File: src/rtl/mem_access.sv
// Memory-access pipeline stage: turns exe-stage load/store ops into single-beat data bus
// transactions. Optional misaligned-access trap is enabled by defining MEM_MISALIGN_TRAP_EN.
module mem_access #(
    parameter int RADDR_WIDTH = 5,
    parameter int DATA_WIDTH  = 32,
    parameter int ADDR_WIDTH  = 32
) (
    input  logic                   clk_i,
    input  logic                   rst_i,
    input  logic [RADDR_WIDTH-1:0] reg_waddr_i,
    input  logic                   reg_we_i,
    input  logic [DATA_WIDTH-1:0]  reg_wdata_i,
    input  logic [ADDR_WIDTH-1:0]  mem_addr_i,
    input  logic [DATA_WIDTH-1:0]  mem_data_i,
    input  logic                   mem_we_i,
    input  logic [3:0]             mem_op_i,
    output logic                   stall_o,
    output logic                   dbus_req_o,
    output logic                   dbus_we_o,
    output logic [ADDR_WIDTH-1:0]  dbus_addr_o,
    output logic [DATA_WIDTH-1:0]  dbus_wdata_o,
    output logic [3:0]             dbus_be_o,
    input  logic                   dbus_ack_i,
    input  logic [DATA_WIDTH-1:0]  dbus_rdata_i,
    output logic [RADDR_WIDTH-1:0] wb_reg_waddr_o,
    output logic                   wb_reg_we_o,
    output logic [DATA_WIDTH-1:0]  wb_reg_wdata_o
`ifdef MEM_MISALIGN_TRAP_EN
    ,
    output logic                   misalign_o,
    output logic [ADDR_WIDTH-1:0]  misalign_addr_o
`endif
);

    localparam logic [3:0] MEM_NOP = 4'd0;
    localparam logic [3:0] MEM_SB  = 4'd1;
    localparam logic [3:0] MEM_SH  = 4'd2;
    localparam logic [3:0] MEM_SW  = 4'd3;
    localparam logic [3:0] MEM_LB  = 4'd4;
    localparam logic [3:0] MEM_LH  = 4'd5;
    localparam logic [3:0] MEM_LW  = 4'd6;
    localparam logic [3:0] MEM_LBU = 4'd7;
    localparam logic [3:0] MEM_LHU = 4'd8;

    typedef enum logic {
        ST_IDLE,
        ST_BUS
    } state_t;

    state_t state_q, state_d;

    logic [3:0]             op_q;
    logic [ADDR_WIDTH-1:0]  addr_q;
    logic [DATA_WIDTH-1:0]  data_q;
    logic [RADDR_WIDTH-1:0] waddr_q;

    logic                   op_is_mem;
    logic                   misaligned;
    logic                   take_op;
    logic                   stall;
    logic [7:0]             load_byte;
    logic [15:0]            load_half;
    logic [DATA_WIDTH-1:0]  load_data;

    // Store direction is decoded from the op code; the exe store flag carries no extra information.
    logic unused_mem_we;
    assign unused_mem_we = mem_we_i;

    function automatic logic is_store(input logic [3:0] op);
        return (op == MEM_SB) || (op == MEM_SH) || (op == MEM_SW);
    endfunction

    function automatic logic is_load(input logic [3:0] op);
        return (op == MEM_LB) || (op == MEM_LH) || (op == MEM_LW) ||
               (op == MEM_LBU) || (op == MEM_LHU);
    endfunction

    // Unlisted codes fall out of both decoders and therefore behave as MEM_NOP.
    assign op_is_mem = is_store(mem_op_i) || is_load(mem_op_i);

`ifdef MEM_MISALIGN_TRAP_EN
    always_comb begin
        misaligned = 1'b0;
        case (mem_op_i)
            MEM_SH, MEM_LH, MEM_LHU: misaligned = mem_addr_i[0];
            MEM_SW, MEM_LW:          misaligned = |mem_addr_i[1:0];
            default:                 misaligned = 1'b0;
        endcase
    end
`else
    assign misaligned = 1'b0;
`endif

    assign take_op = op_is_mem && !misaligned;

    // Handshake: stall_o low means exe may advance at the next edge; while high exe holds
    // every input stable. dbus_req_o stays high until the bus returns a one-cycle dbus_ack_i.
    always_ff @(posedge clk_i or posedge rst_i) begin
        if (rst_i) begin
            state_q <= ST_IDLE;
        end else begin
            state_q <= state_d;
        end
    end

    always_comb begin
        state_d = state_q;
        stall   = 1'b0;
        case (state_q)
            ST_IDLE: begin
                if (take_op) begin
                    state_d = ST_BUS;
                    stall   = 1'b1;
                end
            end
            ST_BUS: begin
                stall = !dbus_ack_i;
                if (dbus_ack_i) begin
                    state_d = ST_IDLE;
                end
            end
            default: state_d = ST_IDLE;
        endcase
    end

    assign stall_o = stall & ~rst_i;

    always_ff @(posedge clk_i or posedge rst_i) begin
        if (rst_i) begin
            op_q    <= MEM_NOP;
            addr_q  <= '0;
            data_q  <= '0;
            waddr_q <= '0;
        end else if ((state_q == ST_IDLE) && take_op) begin
            op_q    <= mem_op_i;
            addr_q  <= mem_addr_i;
            data_q  <= mem_data_i;
            waddr_q <= reg_waddr_i;
        end
    end

    always_comb begin
        dbus_req_o   = 1'b0;
        dbus_we_o    = 1'b0;
        dbus_addr_o  = '0;
        dbus_wdata_o = '0;
        dbus_be_o    = 4'b0000;
        if (state_q == ST_BUS) begin
            dbus_req_o  = 1'b1;
            dbus_we_o   = is_store(op_q);
            dbus_addr_o = {addr_q[ADDR_WIDTH-1:2], 2'b00};
            case (op_q)
                MEM_SB: begin
                    dbus_wdata_o = {4{data_q[7:0]}};
                    dbus_be_o    = 4'b0001 << addr_q[1:0];
                end
                MEM_SH: begin
                    dbus_wdata_o = {2{data_q[15:0]}};
                    dbus_be_o    = addr_q[1] ? 4'b1100 : 4'b0011;
                end
                MEM_SW: begin
                    dbus_wdata_o = data_q;
                    dbus_be_o    = 4'b1111;
                end
                default: begin
                    dbus_be_o = 4'b1111;
                end
            endcase
        end
    end

    always_comb begin
        load_byte = 8'h00;
        case (addr_q[1:0])
            2'd0:    load_byte = dbus_rdata_i[7:0];
            2'd1:    load_byte = dbus_rdata_i[15:8];
            2'd2:    load_byte = dbus_rdata_i[23:16];
            default: load_byte = dbus_rdata_i[31:24];
        endcase
        load_half = addr_q[1] ? dbus_rdata_i[31:16] : dbus_rdata_i[15:0];
        case (op_q)
            MEM_LB:  load_data = {{24{load_byte[7]}}, load_byte};
            MEM_LBU: load_data = {24'd0, load_byte};
            MEM_LH:  load_data = {{16{load_half[15]}}, load_half};
            MEM_LHU: load_data = {16'd0, load_half};
            default: load_data = dbus_rdata_i;
        endcase
    end

    // A memory op always inserts a bubble; its own writeback (loads only) lands on the ack edge.
    always_ff @(posedge clk_i or posedge rst_i) begin
        if (rst_i) begin
            wb_reg_waddr_o <= '0;
            wb_reg_we_o    <= 1'b0;
            wb_reg_wdata_o <= '0;
        end else begin
            case (state_q)
                ST_IDLE: begin
                    if (op_is_mem) begin
                        wb_reg_we_o <= 1'b0;
                    end else begin
                        wb_reg_waddr_o <= reg_waddr_i;
                        wb_reg_we_o    <= reg_we_i;
                        wb_reg_wdata_o <= reg_wdata_i;
                    end
                end
                ST_BUS: begin
                    if (dbus_ack_i && is_load(op_q)) begin
                        wb_reg_waddr_o <= waddr_q;
                        wb_reg_we_o    <= 1'b1;
                        wb_reg_wdata_o <= load_data;
                    end else begin
                        wb_reg_we_o <= 1'b0;
                    end
                end
                default: wb_reg_we_o <= 1'b0;
            endcase
        end
    end

`ifdef MEM_MISALIGN_TRAP_EN
    always_ff @(posedge clk_i or posedge rst_i) begin
        if (rst_i) begin
            misalign_o      <= 1'b0;
            misalign_addr_o <= '0;
        end else begin
            misalign_o <= (state_q == ST_IDLE) && misaligned;
            if ((state_q == ST_IDLE) && misaligned) begin
                misalign_addr_o <= mem_addr_i;
            end
        end
    end
`endif

endmodule

File: config.mk
export PLATFORM = sky130hd
export DESIGN_NAME = mem_access
export DESIGN_NICKNAME = d
export VERILOG_FILES = /design/src/rtl/mem_access.sv
export SDC_FILE = /design/constraint.sdc
export NUM_CORES = 1
export LEC_CHECK = 0
export ABC_CLOCK_PERIOD_IN_PS = 7140
export BUFFER_PORTS_ARGS = -buffer_cell sky130_fd_sc_hd__clkbuf_2
export CORE_MARGIN = 4
export CORE_UTILIZATION = 52
export CTS_CLUSTER_SIZE = 12
export DETAILED_ROUTE_END_ITERATION = 8
export PLACE_DENSITY = 0.94
export SETUP_SLACK_MARGIN = 0.4
export SYNTH_ARGS = -nofsm -noshare
export SYNTH_HDL_FRONTEND = slang
export SYNTH_SLANG_ARGS = --single-unit
File: constraint.sdc
create_clock -name clk_i -period 7.14 [get_ports clk_i]
set_input_delay 0.714 -clock clk_i [delete_from_list [all_inputs] [get_ports clk_i]]
set_output_delay 0.714 -clock clk_i [all_outputs]
set_load 0.005 [all_outputs]
* Word-level counts from Yosys, hierarchy flattened
Cells that the tools add are included.
** Word-level totals
- Input port bits :: 142
- Output and inout bits :: 109
- Flip-flop bits (word level) :: 112
- Logic and storage cells :: 74
** Cells by class
- Eq/ne operators :: 20
- Shifts and indexed selects :: 1
- Bitwise logic cells :: 3
- Reductions and logical operators :: 18
- Multiplexer cells :: 24
** Operators with widths (count)
- 32-bit 2-to-1 mux :: 4
- 32-bit one-hot mux with 4 select lines :: 1
- 32-bit one-hot mux with 3 select lines :: 1
- 32-bit one-hot mux with 2 select lines :: 1
- 4-bit by 3-bit == test with 1-bit output, second input constant :: 8
- 8-bit one-hot mux with 3 select lines :: 1
- 4-bit by 2-bit == test with 1-bit output, second input constant :: 4
- 16-bit 2-to-1 mux :: 1
- 1-bit logical OR :: 13
- 5-bit 2-to-1 mux :: 2
- 5-bit one-hot mux with 2 select lines :: 1
- 4-bit by 1-bit == test with 1-bit output, second input constant :: 2
- 4-bit == test, second input constant :: 2
- 4-bit 2-to-1 mux :: 2
- 4-bit one-hot mux with 2 select lines :: 1
- 1-bit 2-to-1 mux :: 6
- 1-bit one-hot mux with 2 select lines :: 3
- 1-bit by 2-bit left shift with 4-bit output, first input constant :: 1
- 2-bit by 1-bit == test with 1-bit output, second input constant :: 1
- 2-bit == test, second input constant :: 1
- 1-bit logical AND :: 2
- 2-bit zero test :: 1
- 2-bit by 1-bit != test with 1-bit output, second input constant :: 1
- 2-bit != test, second input constant :: 1
- other kinds (4) :: 5

* Depth between registers and ports, before layout
- Depth after elaboration :: 9
- Gate-level depth with buffers :: 9
- Gate-level depth less buffers :: 5

* Worst setup path before layout
Ideal clock, no wire load.
- Path type :: input port to output port
- Start point :: in rst_i
- End point :: out stall_o
- Path buffers :: 0
- Cell stages on the path :: 2
- Slack :: 3030 ps
- Data arrival time :: 3396 ps
- Path through :: inv_1 -> and2_1
** Between the ends
- Longest elaborated chain between the ends :: 2
** RTL lines
- start, declared :: line 9 : input logic rst_i,
- 1-bit NOT :: line 126 : assign stall_o = stall & ~rst_i;
- 1-bit bitwise AND :: line 126
- end, declared :: line 17 : output logic stall_o,
Every way passes these cells.

* Worst setup path after layout
- Start point :: reg state_q
- End point :: out stall_o
** Between the ends
- Longest elaborated chain between the ends :: 3
** RTL lines
- start, declared :: line 50 : state_t state_q, state_d;
- start signal, assigned :: line 102 : state_q <= state_d;
- 1-bit NOT
- 1-bit one-hot mux with 2 select lines * :: line 109 : case (state_q)
- net stall :: line 60 : logic stall;
- 1-bit bitwise AND * :: line 126
Mark *: on every way through the listed nets, which the timed path passes. The rest lies on a longest branch.

==> summary.txt <==
Status
  • Status: completed

Critical path
  • Critical path arrival: 3.19 ns
  • CP Class: flip-flop to output port
  • Critical Path RT: 6.43 ns
  • CP Max Fanout: 76
  • Worst setup SP type: flip-flop
  • CP endpoint kind: output port

Global route
  • Routing usage on met2: 47.3%
  • Met3 global-route usage: 7.42%
  • GRT overflow: 0
  • Total Routing Usage GR: 27.5%
  • Global-route wire length before repair: 28.4 mm
  • Initial antenna violation count: 0
  • Vias in the first global route: 5,639
  • GRT busiest layer: met2
  • Largest net degree at the start of global routing: 77
  • Met1 Use GR: 31.6%

Logic synthesis
  • Mapped Area: 0.00599 mm^2
  • Largest family of logic cells by synthesized area: multiplexers
  • Post-synthesis simple-gate area fraction: 13.3%
  • Flops & latches, synth: 112
  • Cells after Synth: 586
  • Async SR Flop Fraction: 100%
  • Ys flop type: dfrtp_1
  • Unique masters post-synth: 45
  • Post-synth top area share: 46.8%
  • Adder-Cell Fraction of Synth Area: 0%
  • Post-synthesis sequential area ratio: 46.8%
  • Largest cells by area after synthesis: dfrtp_1 (47%), mux2_2 (6.6%), mux2_1 (6.4%)
  • Post-synth top area cell: dfrtp_1
  • Number of flops mapped to enable cells by yosys: 0
  • Ys Warns: 0
  • XOR/XNOR Fraction of Synth Area: 0.293%
  • Compound-Gate Fraction of Synth Area: 17.1%
  • Mux contribution to synthesized area: 18.2%
  • Avg Inst Size Synth: 10.2 um^2

Layout
  • Non-filler instance count after layout: 946
  • Fraction of layout cells with a size suffix above 1: 39.5%
  • # fillers: 853
  • Most frequent cells in the layout: clkbuf_2 (247), dfrtp_1 (111), nand2_1 (54)
  • Area delta synth->final: 26.3%
  • Ant. Diodes: 0
  • Final instance area: 0.00756 mm^2
  • # nets final: 943
  • Commonest non-fill, non-tap cell in the layout: clkbuf_2

Drt
  • WL final: 18.4 mm
  • Vias/cell: 5.86
  • Antenna Nets Post-Route: 0
  • DRT iter0 DRCs: 687
  • DRT Pass-1 Iters: 5
  • Via Count: 5,543
  • DRC: 0
  • DR WL/cell: 19.4 um

Power
  • PwrDens: 356 mW/mm^2
  • Sw Share: 36.6%
  • Flop pwr share: 38.6%
  • Cell internal pwr: 1700 uW
  • Psw: 982 uW
  • VDD IR max: 0.000208 V
  • Comb pwr share: 39.5%
  • Leakage power: 0.00368 uW
  • Clock Power Share: 22.0%

STA
  • Setup TNS: 0 ns
  • Fin crit share: 54.7%
  • Fmax: 0.256 GHz
  • Worst Tran Pin Value: 1.08 ns
  • Slew headroom: 28.1%
  • RSZ-0062 raised after global routing: false
  • Final Hold Viols: 0
  • Final setup vio count: 0
  • Min Tclk post-route: 3.90 ns
  • Max Transition Viols Final: 0
  • Final Skew: 0.00871 ns

Die
  • Core footprint: 0.0110 mm^2
  • Die Width: 115 um
  • Row cnt: 38
  • Initial Util: 54.3%
  • I/O pin cnt: 251
  • DIE HEIGHT: 115 um
  • Total die area: 0.0133 mm^2

Placed design
  • Placed cells: 930
  • Placed Instance Area: 0.00721 mm^2
  • Buffers on Ports: 247
  • Dpl hpwl: 13.4 mm
  • GP Congestion: 0.977

Clock tree
  • CTS tree: yes
  • Clock latency on the worst-skew pair: 0.35 ns
  • Clk buf depth: 2
  • Clock slew at reported path FFs: 0.07 ns
  • CTS Root Cell: clkbuf_16
  • Post-CTS Setup Bufs: 0
  • Hold_buf cts: 0
  • PostCTS Resize Cnt: 0
  • Number of CTS-inserted buffers: 9
  • H-tree depth: 3
  • # clock sinks: 112

Hold path
  • Hold Crit Class: flip-flop to flip-flop

Job
  • Max Cap Viol: 0
==> worst max-delay path, stage by stage (launching register included) <==
cell and delay, ns:
dfrtp_2 0.62, buf_4 0.36, inv_1 0.44, and2_4 0.88
o21bai_1 0.26, and2_1 0.16, clkbuf_2 0.11
==> cells by family (layout without fill, tap and decap cells) <==
group | after synthesis | count (layout)
muxes | 90 | 90
and+or+nand+nor | 161 | 161
AOI/OAI and AO/OA | 165 | 165
DFF | 112 | 112
xor gates and xnor gates | 2 | 2
buffers and inverters | 55 | 274
other | 1 | 2
==> final timing paths <==
kind                       startpoint          to  slack (ns)  cells past startpoint
max                           state_q     stall_o        3.24                      6
min                        addr_q[27]  addr_q[27]        0.48                      1
max reg2reg                   state_q  data_q[28]        4.24                      4
min reg2reg                addr_q[27]  addr_q[27]        0.48                      1
max in group asynchronous       rst_i  data_q[23]        5.45                      3
min in group asynchronous       rst_i   addr_q[4]        0.49                      2
==> stage by stage <==
stage / util [%] / setup slack, ns / hold slack [ns] / total power, uW
floorplan: - / 3.03 / 0.449 / 1690
global placement: 65.4 / 3.62 / 0.459 / 2050
detailed placement: 65.4 / 3.57 / 0.468 / 2100
CTS: 68.5 / 3.17 / 0.484 / 2690
global route: 68.5 / 2.99 / 0.500 / 2870
finish: 68.5 / 3.24 / 0.478 / 2690
==> power by group through the flow <==
stage | registers [uW] | logic, uW | clock network (uW)
final | 1040 | 1060 | 590
after global routing | 1070 | 1180 | 621
after CTS | 1040 | 1060 | 596
after detailed placement | 1040 | 1050 | 0
after global placement | 1030 | 1020 | 0
after floorplan | 996 | 695 | 0
==> cells in the mapped netlist (2+ instances only) <==
cell	n
xnor2_1	2
a221oi_1	7
nor2_1	29
a211oi_1	8
buf_6	2
o21ai_0	48
a21oi_1	39
clkbuf_1	23
a21o_1	9
o21ai_1	17
nand3_1	22
mux2i_1	13
mux2_2	35
nand2_1	54
and2_1	40
inv_1	5
o21a_1	3
mux4_2	8
mux2_1	34
a22oi_1	16
dfrtp_1	112
nor2b_1	10
o221ai_1	7
buf_2	20
buf_4	3
==> final cells by class <==
type                       count  area (um^2)  share of cell area, %
multi-input combinational    420         2930                   38.8
clock inverter                 4         98.8                   1.31
tap                          140          175                   2.32
inverter                       5         21.3                  0.281
timing repair buffer         253         1280                   17.0
clock buffer                  12          246                   3.26
sequential                   112         2800                   37.1
==> state kept, by name, summed over array words and instances, names as in the netlist <==
signal          cells
addr_q             32
data_q             32
op_q                4
state_q             1
waddr_q             5
wb_reg_waddr_o      5
wb_reg_wdata_o     32
wb_reg_we_o         1
==> layer usage <==
metal,wire length [um],vias to the layer above,part of all wire (%)
met5,0,-,0
met4,711,0,3.9
met3,1810,52,9.9
met2,9080,331,49
met1,6770,2639,37
li1,-,2521,-
(Power assumes the default switching activity.)
